<file path="config.mk">
export PLATFORM = sky130hd
export DESIGN_NAME = dcache_store_coalescer
export DESIGN_NICKNAME = d
export VERILOG_FILES = /design/src/rtl/dcache_store_coalescer.sv
export SDC_FILE = /design/constraint.sdc
export NUM_CORES = 1
export LEC_CHECK = 0
export ABC_CLOCK_PERIOD_IN_PS = 4300
export CORE_ASPECT_RATIO = 2
export CORE_UTILIZATION = 40
export DETAILED_ROUTE_END_ITERATION = 6
export SKIP_CTS_REPAIR_TIMING = 1
export SYNTH_ARGS = -nofsm -noshare
export SYNTH_HDL_FRONTEND = slang
export SYNTH_SLANG_ARGS = --single-unit
</file>
<file path="constraint.sdc">
create_clock -name clk_i -period 4.3 [get_ports clk_i]
set_input_delay 0.86 -clock clk_i [delete_from_list [all_inputs] [get_ports clk_i]]
set_output_delay 0.86 -clock clk_i [all_outputs]
set_load 0.03 [all_outputs]
</file>
<file path="src/rtl/dcache_store_coalescer.sv">
`default_nettype none
// ==========================================================================
// dcache_store_coalescer: posted doubleword store FIFO draining to the dcache
// over req/gnt/tag_valid. Optional merging: STORE_COALESCE_EN.  Rev 1.0
// ==========================================================================
module dcache_store_coalescer #(
  parameter int DEPTH   = 4,
  parameter int PLEN    = 56,
  parameter int INDEX_W = 12
) (
  input  logic                    clk_i,
  input  logic                    rst_ni,
  input  logic                    st_valid_i,
  output logic                    st_ready_o,
  input  logic [PLEN-1:0]         st_addr_i,
  input  logic [63:0]             st_data_i,
  input  logic [7:0]              st_be_i,
  input  logic                    flush_i,
  output logic                    flush_ack_o,
  output logic                    empty_o,
  input  logic [PLEN-1:0]         ld_addr_i,
  output logic                    ld_match_o,
  output logic                    req_o,
  input  logic                    gnt_i,
  output logic [INDEX_W-1:0]      index_o,
  output logic [PLEN-INDEX_W-1:0] tag_o,
  output logic                    tag_valid_o,
  output logic                    we_o,
  output logic [7:0]              be_o,
  output logic [63:0]             wdata_o,
  output logic [1:0]              size_o
);
  localparam int PW = $clog2(DEPTH);
  localparam int CW = PW + 1;
  localparam int AW = PLEN - 3;

  typedef enum logic [1:0] {S_IDLE = 2'd0, S_REQ = 2'd1, S_TAG = 2'd2} state_e;

  state_e         state_q;
  logic [AW-1:0]  addr_q [DEPTH];
  logic [63:0]    data_q [DEPTH];
  logic [7:0]     be_q   [DEPTH];
  logic [PW-1:0]  wr_ptr_q, rd_ptr_q, young_ptr, offs;
  logic [CW-1:0]  count_q, count_d;
  logic           ack_seen_q;
  logic [AW-1:0]  st_dw;
  logic           merge_hit, accept, alloc, free, head_locked;
  logic           unused_ok;

  assign unused_ok   = ^{st_addr_i[2:0], ld_addr_i[2:0]};
  assign st_dw       = st_addr_i[PLEN-1:3];
  assign young_ptr   = wr_ptr_q - 1'b1;
  assign head_locked = (state_q != S_IDLE);

`ifdef STORE_COALESCE_EN
  // Youngest entry is the locked head only when it is the sole entry.
  assign merge_hit = (count_q != '0) && !(head_locked && (count_q == CW'(1)))
                     && (addr_q[young_ptr] == st_dw);
`else
  assign merge_hit = 1'b0;
`endif

  assign st_ready_o = !flush_i && ((count_q < CW'(DEPTH)) || merge_hit);
  assign accept     = st_valid_i && st_ready_o;
  assign alloc      = accept && !merge_hit;
  assign free       = (state_q == S_TAG);
  assign count_d    = count_q + CW'(alloc) - CW'(free);

  assign empty_o     = (count_q == '0) && (state_q == S_IDLE);
  assign flush_ack_o = flush_i && empty_o && !ack_seen_q;
  assign req_o       = (state_q == S_REQ);
  assign tag_valid_o = (state_q == S_TAG);
  assign we_o        = 1'b1;
  assign size_o      = 2'b11;
  assign index_o     = {addr_q[rd_ptr_q][INDEX_W-4:0], 3'b000};
  assign tag_o       = addr_q[rd_ptr_q][AW-1:INDEX_W-3];
  assign be_o        = be_q[rd_ptr_q];
  assign wdata_o     = data_q[rd_ptr_q];

  always_comb begin
    ld_match_o = 1'b0;
    offs       = '0;
    for (int i = 0; i < DEPTH; i++) begin
      offs = PW'(i) - rd_ptr_q;
      if ((CW'(offs) < count_q) && (addr_q[i] == ld_addr_i[PLEN-1:3]))
        ld_match_o = 1'b1;
    end
  end

  always_ff @(posedge clk_i or negedge rst_ni) begin
    if (!rst_ni) begin
      state_q    <= S_IDLE;
      count_q    <= '0;
      wr_ptr_q   <= '0;
      rd_ptr_q   <= '0;
      ack_seen_q <= 1'b0;
    end else begin
      count_q <= count_d;
      if (alloc) wr_ptr_q <= wr_ptr_q + 1'b1;
      if (free)  rd_ptr_q <= rd_ptr_q + 1'b1;
      case (state_q)
        S_IDLE:  if (count_q != '0) state_q <= S_REQ;
        S_REQ:   if (gnt_i) state_q <= S_TAG;
        S_TAG:   state_q <= (count_d != '0) ? S_REQ : S_IDLE;
        default: state_q <= S_IDLE;
      endcase
      // One ack per flush request; re-armed once flush_i drops.
      if (flush_ack_o)   ack_seen_q <= 1'b1;
      else if (!flush_i) ack_seen_q <= 1'b0;
    end
  end

  always_ff @(posedge clk_i) begin
    if (alloc) begin
      addr_q[wr_ptr_q] <= st_dw;
      data_q[wr_ptr_q] <= st_data_i;
      be_q[wr_ptr_q]   <= st_be_i;
    end else if (accept) begin
      for (int b = 0; b < 8; b++)
        if (st_be_i[b]) data_q[young_ptr][8*b +: 8] <= st_data_i[8*b +: 8];
      be_q[young_ptr] <= be_q[young_ptr] | st_be_i;
    end
  end
endmodule
`default_nettype wire
</file>
### Word level (Yosys, flattened, before mapping)

Memory sizes are Yosys's and may differ from the RTL's.
Cells that the tools add are included.

| operators by class | value |
|---|---|
| reduce and logical (&&, ||, !) cells | 16 |
| multiplexer cells | 12 |
| $add $sub $neg | 8 |
| $lt $le $gt $ge | 5 |
| eq/ne operators | 9 |

Operator list:

| kind | number |
|---|---|
| == test 53 bit | 4 |
| less-than comparator 2 x 3 -> 1 bit | 4 |
| logical AND 1 bit | 9 |
| 2-to-1 mux 1 bit | 9 |
| inequality test 2 x 1 -> 1 bit, second input constant | 3 |
| one-hot mux 2 bit (3 select lines) | 1 |
| nonzero test 3 bit | 2 |
| adder 2 x 1 -> 2 bit, second input constant | 2 |
| 2-to-1 mux 2 bit | 2 |
| subtractor 1 x 2 -> 2 bit, first input constant | 2 |
| subtractor 2 bit, first input constant | 2 |
| adder 3 x 1 -> 3 bit | 1 |
| logical NOT 3 bit | 1 |
| less-than comparator 3 bit, second input constant | 1 |
| subtractor 3 x 1 -> 3 bit | 1 |
| == test 2 x 1 -> 1 bit, second input constant | 1 |
| == test 2 bit, second input constant | 1 |
| logical NOT 1 bit | 2 |
| logical NOT 2 bit | 1 |
| AND reduction 2 bit | 1 |

| word-level totals | value |
|---|---|
| memory bits (writable) | 500 |
| output and inout port bits | 137 |
| logic and storage cells | 58 |
| memories | 3 |
| register bits | 10 |

Memory list:

| name | depth | bits a word | rd ports | clocked after memory_dff | wr ports | RTL line | source |
|---|---|---|---|---|---|---|---|
| data_q | 4 | 64 | 1 | 0 | 1 | 41 | `logic [63:0] data_q [DEPTH];` |
| addr_q | 4 | 53 | 5 | 0 | 1 | 40 | `logic [AW-1:0] addr_q [DEPTH];` |
| be_q | 4 | 8 | 1 | 0 | 1 | 42 | `logic [7:0] be_q [DEPTH];` |

### Longest topological paths before layout

Gate-level depths: netlist of run 1.

| depth | value |
|---|---|
| depth after elaboration | 8 |
| depth in mapped cells | 10 |
| depth with buffers taken out | 8 |

### Worst setup path after synthesis of run 1

No wires, ideal clock.

| timing | value |
|---|---|
| path kind | input -> register |
| start point | input port flush_i |
| end point | memory addr_q[0][0] in the netlist's numbering (enable) |
| arrival | 4439 ps |
| data required time | 3800 ps |
| library setup time | 500 ps |
| stages on the path | 2 |
| slack | -639 ps |
| path buffers | 0 |
| path through | nor2_1 -> and3_1 |

| between the ends | value |
|---|---|
| longest elaborated chain between the ends | 5 |

RTL lines:

| item | RTL line | source |
|---|---|---|
| start, declared | 18 | `input logic flush_i,` |
| logical NOT 1 bit | - |  |
| logical AND 1 bit | 63 | `assign st_ready_o = !flush_i && ((count_q < CW'(DEPTH)) \|\| merge_hit);` |
| logical AND 1 bit | 64 | `assign accept = st_valid_i && st_ready_o;` |
| 2-to-1 mux 1 bit | 114 | `if (alloc) begin` |
| 2-to-1 mux 1 bit (implied by the code) | 115 | `addr_q[wr_ptr_q] <= st_dw;` |
| end, declared | 40 |  |

Every way passes these cells.

### Worst setup path in the final report of run 1

| timing | value |
|---|---|
| start point | input port ld_addr_i[34] |
| end point | output port ld_match_o |

| between the ends | value |
|---|---|
| longest elaborated chain between the ends | 6 |
| elaborated cells on any way between the ends | 12 |
| classes of those cells | eq/ne (4); mux (4); reduce/logical (4) |

RTL lines:

| item | RTL line | source |
|---|---|---|
| start, declared | 21 | `input logic [PLEN-1:0] ld_addr_i,` |
| == test 53 bit | 85 | `if ((CW'(offs) < count_q) && (addr_q[i] == ld_addr_i[PLEN-1:3]))` |
| logical AND 1 bit | 85 |  |
| 2-to-1 mux 1 bit (3 in a row) | 85 |  |
| 2-to-1 mux 1 bit * | 85 |  |
| end, declared | 22 | `output logic ld_match_o,` |

Mark *: on every way between the ends. The rest lies on a longest branch, timed or not.

==> results of run 1 <==
## cells in the mapped netlist, drive strengths merged (2+ instances only)
| cell type | n |
|---|---|
| nor2 | 7 |
| or4 | 2 |
| ha | 9 |
| o211ai | 4 |
| xnor2 | 3 |
| nand2 | 3 |
| and3 | 4 |
| dfrtp | 10 |
| clkbuf | 8 |
| edfxtp | 500 |
| nor3 | 4 |
| nor2b | 2 |
| nand4 | 12 |
| and2 | 2 |
| nand2b | 3 |
| nor4b | 2 |
| a21oi | 4 |
| inv | 5 |
| xor2 | 216 |
| conb | 2 |
| nor4 | 52 |
| mux4 | 125 |
| buf | 30 |
## layout make-up
class                           count  share of cell area
Timing Repair Buffer              358               0.135
Tap cell                          660              0.0308
Multi-Input combinational cell    464               0.206
Inverter                            5            0.000699
Sequential cell                   510               0.569
Clock inverter                     28              0.0101
Antenna cell                        2            0.000186
Clock buffer                       58              0.0477
## power breakdown
group	leakage (uW)	internal (uW)	switching, uW
clock network	0.000758	2420	1790
logic	0.00345	2600	3280
registers	0.00464	5880	265
## logic make-up (layout without fill, tap and decap cells)
| family | after synthesis | after routing | share of synthesized area |
|---|---|---|---|
| AO/OA/AOI/OAI | 11 | 11 | 0.00357 |
| XOR/XNOR | 219 | 219 | 0.0913 |
| multiplexers | 125 | 125 | 0.134 |
| AND/OR/NAND/NOR | 93 | 93 | 0.0266 |
| flip-flops | 510 | 510 | 0.726 |
| adder cells (fa/ha/maj) | 10 | 10 | 0.00631 |
| buffers and inverters | 43 | 449 | 0.0114 |
| other | 2 | 8 | 0.000357 |
## per-layer routing
metal | track usage | share of wire
met1 | 0.212 | 0.32
met2 | 0.397 | 0.55
met3 | 0.0474 | 0.063
met4 | 0.129 | 0.063
met5 | 0 | 0.0020
## sequential cells by signal, summed over array words and instances, names as in the netlist
signal,cells
ack_seen_q,1
data_q,256
state_q,2
addr_q,212
count_q,3
rd_ptr_q,2
wr_ptr_q,2
be_q,32
## per-stage QoR
stage / power [uW] / util / setup slack (ns)
3_5_place_dp: 12200 / 0.488 / 0.138
6_report: 16200 / 0.518 / 0.168
5_1_grt: 16800 / 0.518 / 0.0758
2_1_floorplan: 9840 / - / 0.782
4_1_cts: 16500 / 0.518 / 0.120
3_3_place_gp: 12200 / 0.488 / 0.154
## path summary, 6_finish.rpt
kind | to | depth (start not counted)
setup / recovery | ld_match_o | 9
hold / removal | ack_seen_q$_DFFE_PN0P_ | 1
setup reg to reg | state_q[0]$_DFFE_PN0P_ | 8
hold reg to reg | ack_seen_q$_DFFE_PN0P_ | 1
max in group asynchronous | rd_ptr_q[0]$_DFFE_PN0N_ | 1
min in group asynchronous | ack_seen_q$_DFFE_PN0P_ | 1
==> results.ini, run 1 <==
[run_status]
status=completed

[route]
first_pass_iters=5
first_iter_violations=525
ant_nets=0
drc=0
dr_total_vias=10900
routed_wl_um=56600
wl_per_cell_um=27.1
drt-vias-per-instance=5.24

[clocking]
clock_latency_ns=0.56
cts_max_level=2
clockBufferDepth=3
numCtsBuffers=46
clock-sinks=510
clk_pin_slew_ns=0.06
cts_tree=built
cts_root_buffer=clkbuf_16

[yosys]
syn_inst=1013
synth-edff-count=500
ys_warn_count=0
synth_area_um2=21000
yosysTopAreaCell=edfxtp_1
ys.flop_type=edfxtp_1
synthTopCellsByArea=edfxtp_1, mux4_2, xor2_1, nor4_1, dfrtp_1
yosys.cell_types.count=31
synth-seq-cells=510
yosysTopAreaCellShare=0.715
seq_area_frac_synth=0.726
synth_area_per_cell_um2=20.7
async_reset_ff_frac=0.0196

[final_layout]
final_cell_mix=edfxtp_1, clkdlybuf4s50_1, xor2_1
drive_above_1_share=0.172
multiInputGateArea_um2=5540
stdcell_area_um2=26800
instances_no_fill=2085
syn_to_final_growth_pct=27.8
fillers=4161
regArea_um2=15300
layout_commonest_cell=edfxtp_1
nets=1584

[worst_setup_path]
crit_buf_inv=4
cpMaxStageDelayCell=nor4_1
cp-start-kind=input pin
worst_setup_path_end_kind=output pin
slowest_delay_ns=0.63
r2r-start=count_q[2]$_DFF_PN0_
critical-path-top-delay-family=buffers and inverters
arrival_ns=3.27
crit_path_cell_trace=clkdlybuf4s50_1 -> xor2_1 -> nor4_1 -> buf_4 -> nand4_1 -> buf_4 -> nor4_1 -> or4_1 -> buf_4
crit_path_frequent_cell=buf_4
rrSetupSlack_ns=1.65
setup.worst_path.start=ld_addr_i[34]
critPathKind=input pin to output pin
cp.required_ns=3.44
critPathMaxFanout=4

[floorplanning]
core_region_area_um2=51800
ios=326
die_area_um2=53500
die_x_um=164
rows=118
die_h_um=326
start_util=0.405

[global_routing]
track_usage=0.214
antenna_found_initial=9
grt_pass1_vias=12100
gr-total-overflow=0
grt_max_degree=67
grt_pass1_wl_um=79900

[sta]
hold_ws_ns=0.503
max_freq_mhz=242
relSlewSlack=0.535
period_share=0.961
setup_viol=0
fin_crit_ns=4.13
rsz0062_at_grt=no
finClkSkew_ns=0.0125
slew_violations=0
tns_ns=0
hold_violations=0
tightestPinTransition_ns=0.697

[place]
placed_area_um2=25300
io_buffers=313
dp_cells=1997
gp_congestion=0.911
dp_hpwl_um=41000

[worst_hold_path]
hp-class=flop to flop
hp-start=ack_seen_q$_DFFE_PN0P_

[job]
drv_cap=0

[power]
leakage_uw=0.00884
max-vdd-ir-drop_mv=0.414
p_per_area_nw_per_um2=604

No activity file was read; power rests on OpenSTA's default activity.
==> inputs of run 2 (changes only) <==
CAP_MARGIN = 10   (was unset)
==> results of run 2 <==
No change in the layout: final DEF, timing and power equal those of run 1.
